**config.mk**
```make
export PLATFORM = sky130hd
export DESIGN_NAME = multi_mode_ff_bank
export DESIGN_NICKNAME = d
export VERILOG_FILES = /design/src/rtl/multi_mode_ff_bank.sv
export SDC_FILE = /design/constraint.sdc
export NUM_CORES = 1
export LEC_CHECK = 0
export CORE_AREA = 5 5 73 75
export DETAILED_ROUTE_END_ITERATION = 8
export DIE_AREA = 0 0 78 80
export MAX_ROUTING_LAYER = met4
export PLACE_DENSITY = 0.95
export REMOVE_ABC_BUFFERS = 1
export SLEW_MARGIN = 20
export SYNTH_ARGS = -nofsm -noshare
export SYNTH_HDL_FRONTEND = slang
export SYNTH_SLANG_ARGS = --single-unit
```
**constraint.sdc**
```tcl
create_clock -name clk -period 2.76 [get_ports clk]
set_input_delay 0.552 -clock clk [delete_from_list [all_inputs] [get_ports clk]]
set_output_delay 0.552 -clock clk [all_outputs]
set_load 0.01 [all_outputs]
```
**src/rtl/multi_mode_ff_bank.sv**
```systemverilog
// -----------------------------------------------------------------------------
// multi_mode_ff_bank
//
// Bank of WIDTH independent single-bit storage channels. All channels share one
// mode select and behave as SR, JK, D or T flip-flops. Each channel reports a
// one-cycle change pulse. In SR mode, S=R=1 is resolved by SR_POLICY and is
// recorded as an illegal event.
//
// Parameters:
//   WIDTH      number of channels (1..64)
//   RESET_VAL  value loaded into q on reset
//   SR_POLICY  SR response to S=R=1: 0 hold, 1 set wins, 2 reset wins
//   CNT_W      width of the saturating illegal-event counter
//
// Ports:
//   clk           rising-edge clock
//   rst_n         asynchronous active-low reset
//   en            clock enable; state updates only when 1
//   mode          00 SR, 01 JK, 10 D, 11 T (shared by all channels)
//   a             S / J / D / T input per channel
//   b             R / K input per channel (unused in D and T modes)
//   clr_stat      synchronous clear of illegal_flag and illegal_cnt
//   q             stored state
//   q_bar         ~q, combinational from q
//   chg           registered pulse: the channel's q changed at the last edge
//   illegal_flag  sticky per-channel SR S=R=1 indicator
//   illegal_cnt   saturating count of cycles with any illegal channel
// -----------------------------------------------------------------------------
module multi_mode_ff_bank #(
    parameter int unsigned             WIDTH     = 8,
    parameter logic [WIDTH-1:0]        RESET_VAL = '0,
    parameter int unsigned             SR_POLICY = 0,
    parameter int unsigned             CNT_W     = 8
) (
    input  logic             clk,
    input  logic             rst_n,
    input  logic             en,
    input  logic [1:0]       mode,
    input  logic [WIDTH-1:0] a,
    input  logic [WIDTH-1:0] b,
    input  logic             clr_stat,
    output logic [WIDTH-1:0] q,
    output logic [WIDTH-1:0] q_bar,
    output logic [WIDTH-1:0] chg,
    output logic [WIDTH-1:0] illegal_flag,
    output logic [CNT_W-1:0] illegal_cnt
);

    localparam logic [1:0] MODE_SR = 2'b00;
    localparam logic [1:0] MODE_JK = 2'b01;
    localparam logic [1:0] MODE_D  = 2'b10;
    localparam logic [1:0] MODE_T  = 2'b11;

    localparam logic [CNT_W-1:0] CNT_MAX = {CNT_W{1'b1}};

    logic [WIDTH-1:0] q_q, q_d;
    logic [WIDTH-1:0] chg_q, chg_d;
    logic [WIDTH-1:0] flag_q, flag_d;
    logic [CNT_W-1:0] cnt_q, cnt_d;

    logic [WIDTH-1:0] next_q;
    logic [WIDTH-1:0] illegal_vec;
    logic             any_illegal;

    // Per-channel next state as if enabled. The enable is applied afterwards.
    always_comb begin
        next_q = q_q;
        for (int i = 0; i < WIDTH; i++) begin
            case (mode)
                MODE_SR: begin
                    case ({a[i], b[i]})
                        2'b10:   next_q[i] = 1'b1;
                        2'b01:   next_q[i] = 1'b0;
                        2'b11: begin
                            if (SR_POLICY == 1)      next_q[i] = 1'b1;
                            else if (SR_POLICY == 2) next_q[i] = 1'b0;
                            else                     next_q[i] = q_q[i];
                        end
                        default: next_q[i] = q_q[i];
                    endcase
                end
                MODE_JK: begin
                    case ({a[i], b[i]})
                        2'b10:   next_q[i] = 1'b1;
                        2'b01:   next_q[i] = 1'b0;
                        2'b11:   next_q[i] = ~q_q[i];
                        default: next_q[i] = q_q[i];
                    endcase
                end
                MODE_D:  next_q[i] = a[i];
                MODE_T:  next_q[i] = a[i] ? ~q_q[i] : q_q[i];
                default: next_q[i] = q_q[i];
            endcase
        end
    end

    // An illegal event is flagged independently of how SR_POLICY resolves it.
    always_comb begin
        illegal_vec = '0;
        if (en && (mode == MODE_SR)) begin
            illegal_vec = a & b;
        end
        any_illegal = |illegal_vec;
    end

    always_comb begin
        q_d   = en ? next_q : q_q;
        chg_d = en ? (next_q ^ q_q) : '0;

        // A new event in the same cycle as a clear takes priority over the clear.
        flag_d = clr_stat ? illegal_vec : (flag_q | illegal_vec);

        cnt_d = cnt_q;
        if (clr_stat) begin
            cnt_d = any_illegal ? CNT_W'(1) : '0;
        end else if (any_illegal && (cnt_q != CNT_MAX)) begin
            cnt_d = cnt_q + CNT_W'(1);
        end
    end

    always_ff @(posedge clk or negedge rst_n) begin
        if (!rst_n) begin
            q_q    <= RESET_VAL;
            chg_q  <= '0;
            flag_q <= '0;
            cnt_q  <= '0;
        end else begin
            q_q    <= q_d;
            chg_q  <= chg_d;
            flag_q <= flag_d;
            cnt_q  <= cnt_d;
        end
    end

    assign q            = q_q;
    assign q_bar        = ~q_q;
    assign chg          = chg_q;
    assign illegal_flag = flag_q;
    assign illegal_cnt  = cnt_q;

endmodule

```
==> results of run 1 <==
[placed cells by master (no fill, tap or decap), types with 3 or more instances in the layout]
cell type,count
dfrtp_1,32
clkdlybuf4s50_1,60
nand3b_1,3
inv_1,19
nand2_1,23
ha_1,17
o22ai_1,6
o21ai_1,6
nor2b_1,7
o31ai_1,4
o221a_1,7
or4_1,7
o22a_1,4
a221o_1,7
nor3b_1,7
a211oi_1,7
mux2i_1,19
a21oi_1,6
o21a_1,3
buf_4,6
nand3_1,5
clkbuf_8,6
a22o_1,8
nor2_1,19
nand2b_1,7
o21ai_0,3
[logic make-up after synthesis]
| group | Yosys count |
|---|---|
| AO/OA/AOI/OAI | 66 |
| adder cells (fa/ha/maj) | 17 |
| buffers and inverters | 34 |
| flip-flops | 32 |
| multiplexers | 20 |
| AND/OR/NAND/NOR | 83 |
[worst max-delay path: stages]
cell and delay [ns]:
clkdlybuf4s50_1 0.49, ha_1 0.26, or4_1 0.53, o21ai_2 0.14, buf_4 0.20, nor2_1 0.08
a311oi_2 0.24
[report_power, final]
part           switching, mW  internal (mW)
combinational          0.221          0.268
sequential            0.0593          0.512
clock                  0.173          0.199
total                  0.453          0.979
[sequential cells by signal (all words and copies together) (netlist names)]
| name | cells |
|---|---|
| chg | 8 |
| illegal_cnt | 8 |
| illegal_flag | 8 |
| q | 8 |
[metal layers]
layer | share of wire (%) | global-route usage [%]
met1 | 44 | 22.67
met2 | 49 | 29.97
met3 | 6.1 | 4.740
met5 | 0 | -
met4 | 0.82 | 5.574
[final cells by class]
class	instances	share of cell area (%)
Sequential cell	32	26.13
Clock buffer	6	2.695
Clock inverter	2	0.3267
Inverter	20	2.450
Timing Repair Buffer	67	21.23
Tap cell	54	2.205
Multi-Input combinational cell	186	44.96
[final timing paths]
kind                                 start               to  cells after the start
max                                   a[5]   illegal_cnt[6]                      7
min                        illegal_flag[0]  illegal_flag[0]                      1
max reg2reg                 illegal_cnt[0]   illegal_cnt[4]                      5
min reg2reg                illegal_flag[0]  illegal_flag[0]                      1
max in group asynchronous            rst_n           chg[7]                      2
min in group asynchronous            rst_n  illegal_flag[1]                      2
==> summary.txt, run 1 <==
status - completed
dpl cell area - 0.002972 mm²
GRT Total Usage - 18.45%
final setup vio count - 0
initial antenna violation count - 0
Hold Buf Count CTS - 0
VDD IR-drop max - 0.0004142 V
share of cells above drive strength 1 - 6.390%
fmax - 0.4336 GHz
clk_lat worst skew - 0.28 ns
post-synthesis register bit count - 32
Post-Synth Adder-Cell Area - 9.120%
area of the core - 0.004598 mm²
die width - 78 µm
number of gates resized after cts - 0
Num CTS Buffers - 5
top cells by area, synth - dfrtp_1, ha_1, mux2i_1
Layout fillers - 402
PortBufs - 61
P_leak - 1.330 nW
post-synthesis simple-gate area fraction - 18.94%
flop2flop setup slack - 1.04 ns
post-synthesis mux area share - 8.637%
PnR worst setup slack - 0.4538 ns
Post-Syn Area - 0.002332 mm²
Arr. time, crit path - 2.49 ns
Starting Density - 50.72%
Syn Area/Cell - 9.255 µm²
Slew Viols, Final - 0
fin util - 66.64%
Final Total Pwr - 1.432 mW
placed cells - 359
Critical Path RT - 2.95 ns
antenna cells - 0
H-tree Lvls - 2
most common flop cell mapped by yosys - dfrtp_1
Die Ht - 80 µm
Hold Slack - 0.5225 ns
root buffer cell - clkbuf_8
num rows - 25
Place WS - 0.1643 ns
First-pass DRT Iterations - 4
DP Wirelength - 4077 µm
worst hold-check path type - reg2reg
Initial DRC Count - 128
register area - 800.8 µm²
post-CTS setup buffers - 0
non-filler instance count after layout - 367
unrepaired setup endpoints after global routing - no
Final Hold Vio Count - 0
DRC Markers - 0
pin count of the biggest net entering global routing - 51
WL per Instance - 15.25 µm
Via-to-Cell Ratio - 5.823
Syn-to-layout area delta - 31.38%
Setup crit end kind - flop
# Max-Cap Violations - 0
Setup crit start kind - primary input
slew margin rel. - 65.29%
sequential-to-total area share from yosys stat - 34.33%
# clock sinks - 32
Synth Area in Compound Gates - 22.37%
number of distinct library cells after synthesis - 39
number of synthesized flops with an enable pin - 0
largest family of logic cells by synthesized area - compound AO/OA/AOI/OAI gates
Post-Syn Instances - 252
Nets - 351
Multi-input gate area - 0.001378 mm²
Vias - 2137
Final min period - 2.306 ns
Worst Skew - 0.002266 ns
maximum root-to-sink buffer count - 2
grt total ovfl - 0
DRT Wirelength - 5598 µm
xor and xnor area share after synthesis - 0%
fin area - 0.003064 mm²
Commonest cells post-synth - dfrtp_1, nand2_1, inv_1, mux2i_1, nor2_1
Routed Antenna Nets - 0
Final period util - 83.56%
largest area contributor in the netlist - dfrtp_1
top-count cell post-synth - dfrtp_1
CTS clk-pin slew, worst paths - 0.07 ns
Async SR Flop Fraction - 100.0%
Slew @ Worst Pin - 0.5187 ns
number of global-route vias before repair - 1981
first-pass GRT wire length - 9183 µm
share of the synthesized area in the top cell type - 34.33%
CTS tree - yes
Synthesis Warnings - 0
setup tns final - 0 ns
I/O pin total - 62
PwrDens - 467.4 mW/mm²
DIE AREA - 0.006240 mm²
CP Max Fanout - 15
RePlAce Congestion - 0.8541
Crit Path Class - in2reg
Note: power is estimated with default switching activity, not from simulation.
==> run 2, diff against run 1 <==
--- a/config.mk
+++ b/config.mk
@@ -5,11 +5,11 @@
 export SDC_FILE = /design/constraint.sdc
 export NUM_CORES = 1
 export LEC_CHECK = 0
-export CORE_AREA = 5 5 73 75
+export CORE_AREA = 5 5 75 77
 export DETAILED_ROUTE_END_ITERATION = 8
-export DIE_AREA = 0 0 78 80
+export DIE_AREA = 0 0 80 82
 export MAX_ROUTING_LAYER = met4
-export PLACE_DENSITY = 0.95
+export PLACE_DENSITY = 0.91
 export REMOVE_ABC_BUFFERS = 1
 export SLEW_MARGIN = 20
 export SYNTH_ARGS = -nofsm -noshare
==> constraint.sdc (replaced) <==
create_clock -name clk -period 2.3 [get_ports clk]
set_input_delay 0.46 -clock clk [delete_from_list [all_inputs] [get_ports clk]]
set_output_delay 0.46 -clock clk [all_outputs]
set_load 0.01 [all_outputs]
==> run 2 against run 1 <==
Cell area up 4.5%. Final cell count rose by 8.2%. First-iteration DRC count increased by 27%. Setup slack got worse by 0.30 ns. Via count rose by 3.9%. Total power increased by 23%. Critical path type unchanged. Highest routed layer unchanged.
==> summary.txt, run 2 (synthesis results as in run 1) <==
status - completed
flop2flop setup slack - 0.56 ns
Setup crit end - illegal_cnt[2]
DP Wirelength - 4391 µm
Reg2Reg Launch Point - illegal_cnt[0]
Arr. time, crit path - 2.33 ns
DIE AREA - 0.006560 mm²
Hold Buf Count CTS - 0
# Max-Cap Violations - 0
CP Max Fanout - 10
CP Launch Point - b[4]
clk_lat worst skew - 0.28 ns
DRC Markers - 0
Vias - 2221
Slew @ Worst Pin - 0.5269 ns
number of global-route vias before repair - 2138
R2R depth - 5
worst r2r dst - illegal_cnt[3]
Die Ht - 82 µm
H-tree Lvls - 2
Layout fillers - 428
global routing usage on met2 - 32.62%
GRT Total Usage - 19.27%
Crit Path Class - in2reg
CTS tree - yes
register area - 800.8 µm²
met1 Track Usage GR - 24.07%
WL per Instance - 14.71 µm
fin area - 0.003201 mm²
most frequent cells in the layout - clkdlybuf4s50_1, dfrtp_1, nand2_1
area of the core - 0.004945 mm²
Psw - 536.9 µW
Setup crit end kind - flop
Setup crit start kind - primary input
maximum root-to-sink buffer count - 2
Routed Antenna Nets - 0
Via-to-Cell Ratio - 5.594
Final min period - 2.146 ns
Worst Skew - 0.004303 ns
Critical Path RT - 2.49 ns
fin util - 64.73%
final setup vio count - 0
die width - 80 µm
dpl cell area - 0.003104 mm²
Num CTS Buffers - 5
slew margin rel. - 64.87%
root buffer cell - clkbuf_8
DRT Wirelength - 5841 µm
worst hold-check path type - reg2reg
Hold Slack - 0.5338 ns
Nets - 366
I/O pin total - 62
Switching Fraction - 30.58%
num rows - 26
PwrDens - 548.5 mW/mm²
M3 GR Usage - 3.180%
part of the power in combinational logic - 34.7%
post-CTS setup buffers - 0
antenna cells - 0
Multi-input gate area - 0.001378 mm²
fmax - 0.4660 GHz
initial antenna violation count - 0
# clock sinks - 32
first-pass GRT wire length - 9708 µm
unrepaired setup endpoints after global routing - no
Final period util - 93.31%
placed cells - 390
CTS clk-pin slew, worst paths - 0.06 ns
Clk pwr share - 26.1%
VDD IR-drop max - 0.0003345 V
number of gates resized after cts - 0
Final Total Pwr - 1.756 mW
Starting Density - 47.17%
First-pass DRT Iterations - 5
share of cells above drive strength 1 - 10.40%
Sequential Power Share - 39.2%
most common cell after layout, fill and taps aside - clkdlybuf4s50_1
Final Hold Vio Count - 0
grt total ovfl - 0
global route hottest layer - met2
pin count of the biggest net entering global routing - 51
Syn-to-layout area delta - 37.23%
RePlAce Congestion - 0.8643
non-filler instance count after layout - 397
P_leak - 1.401 nW
PortBufs - 61
cell-internal power - 1.219 mW
Initial DRC Count - 163
Slew Viols, Final - 0
-- run 2: power by group through the flow --
| stage | clock network, mW | registers (mW) | logic [mW] |
|---|---|---|---|
| final | 0.458 | 0.688 | 0.609 |
| after floorplan | 0 | 0.707 | 0.265 |
| after global routing | 0.496 | 0.699 | 0.663 |
| after detailed placement | 0 | 0.697 | 0.611 |
| after CTS | 0.467 | 0.688 | 0.614 |
| after global placement | 0 | 0.694 | 0.590 |
-- run 2: metrics by stage --
step,setup slack [ns],setup TNS [ns]
3_3_place_gp,-0.08463,-0.3507
6_report,0.1540,0
5_1_grt,0.05894,0
2_1_floorplan,0.3389,0
3_5_place_dp,-0.1224,-0.7128
4_1_cts,0.1783,0
-- run 2: worst min path at each step --
stage	cells past startpoint	startpoint	to	slack, ns
floorplan	0	rst_n	chg[0]	0.16
global placement	1	illegal_flag[0]	illegal_flag[0]	0.51
detailed placement	1	illegal_flag[3]	illegal_flag[3]	0.52
CTS	1	illegal_flag[3]	illegal_flag[3]	0.53
global route	1	illegal_flag[2]	illegal_flag[2]	0.55
finish	1	illegal_flag[3]	illegal_flag[3]	0.53
-- run 2: routing by layer --
metal	part of all wire, %	up-vias
met4	0.68	0
met3	4.1	4
met1	46	1073
met5	0	-
met2	50	58
li1	-	1086
-- run 2: final cells by class --
type | instances | area share, %
multi-input cells | 186 | 43.04
flip-flops and latches | 32 | 25.02
well taps | 70 | 2.737
inverters | 20 | 2.346
clock buffers | 7 | 3.010
repair buffers | 82 | 23.85
-- run 2: worst max-delay path, stage by stage --
cell             delay [ns]
clkdlybuf4s50_1        0.45
ha_1                   0.23
or4_1                  0.54
o21ai_2                0.21
buf_4                  0.19
o31ai_1                0.08
a21oi_1                0.18
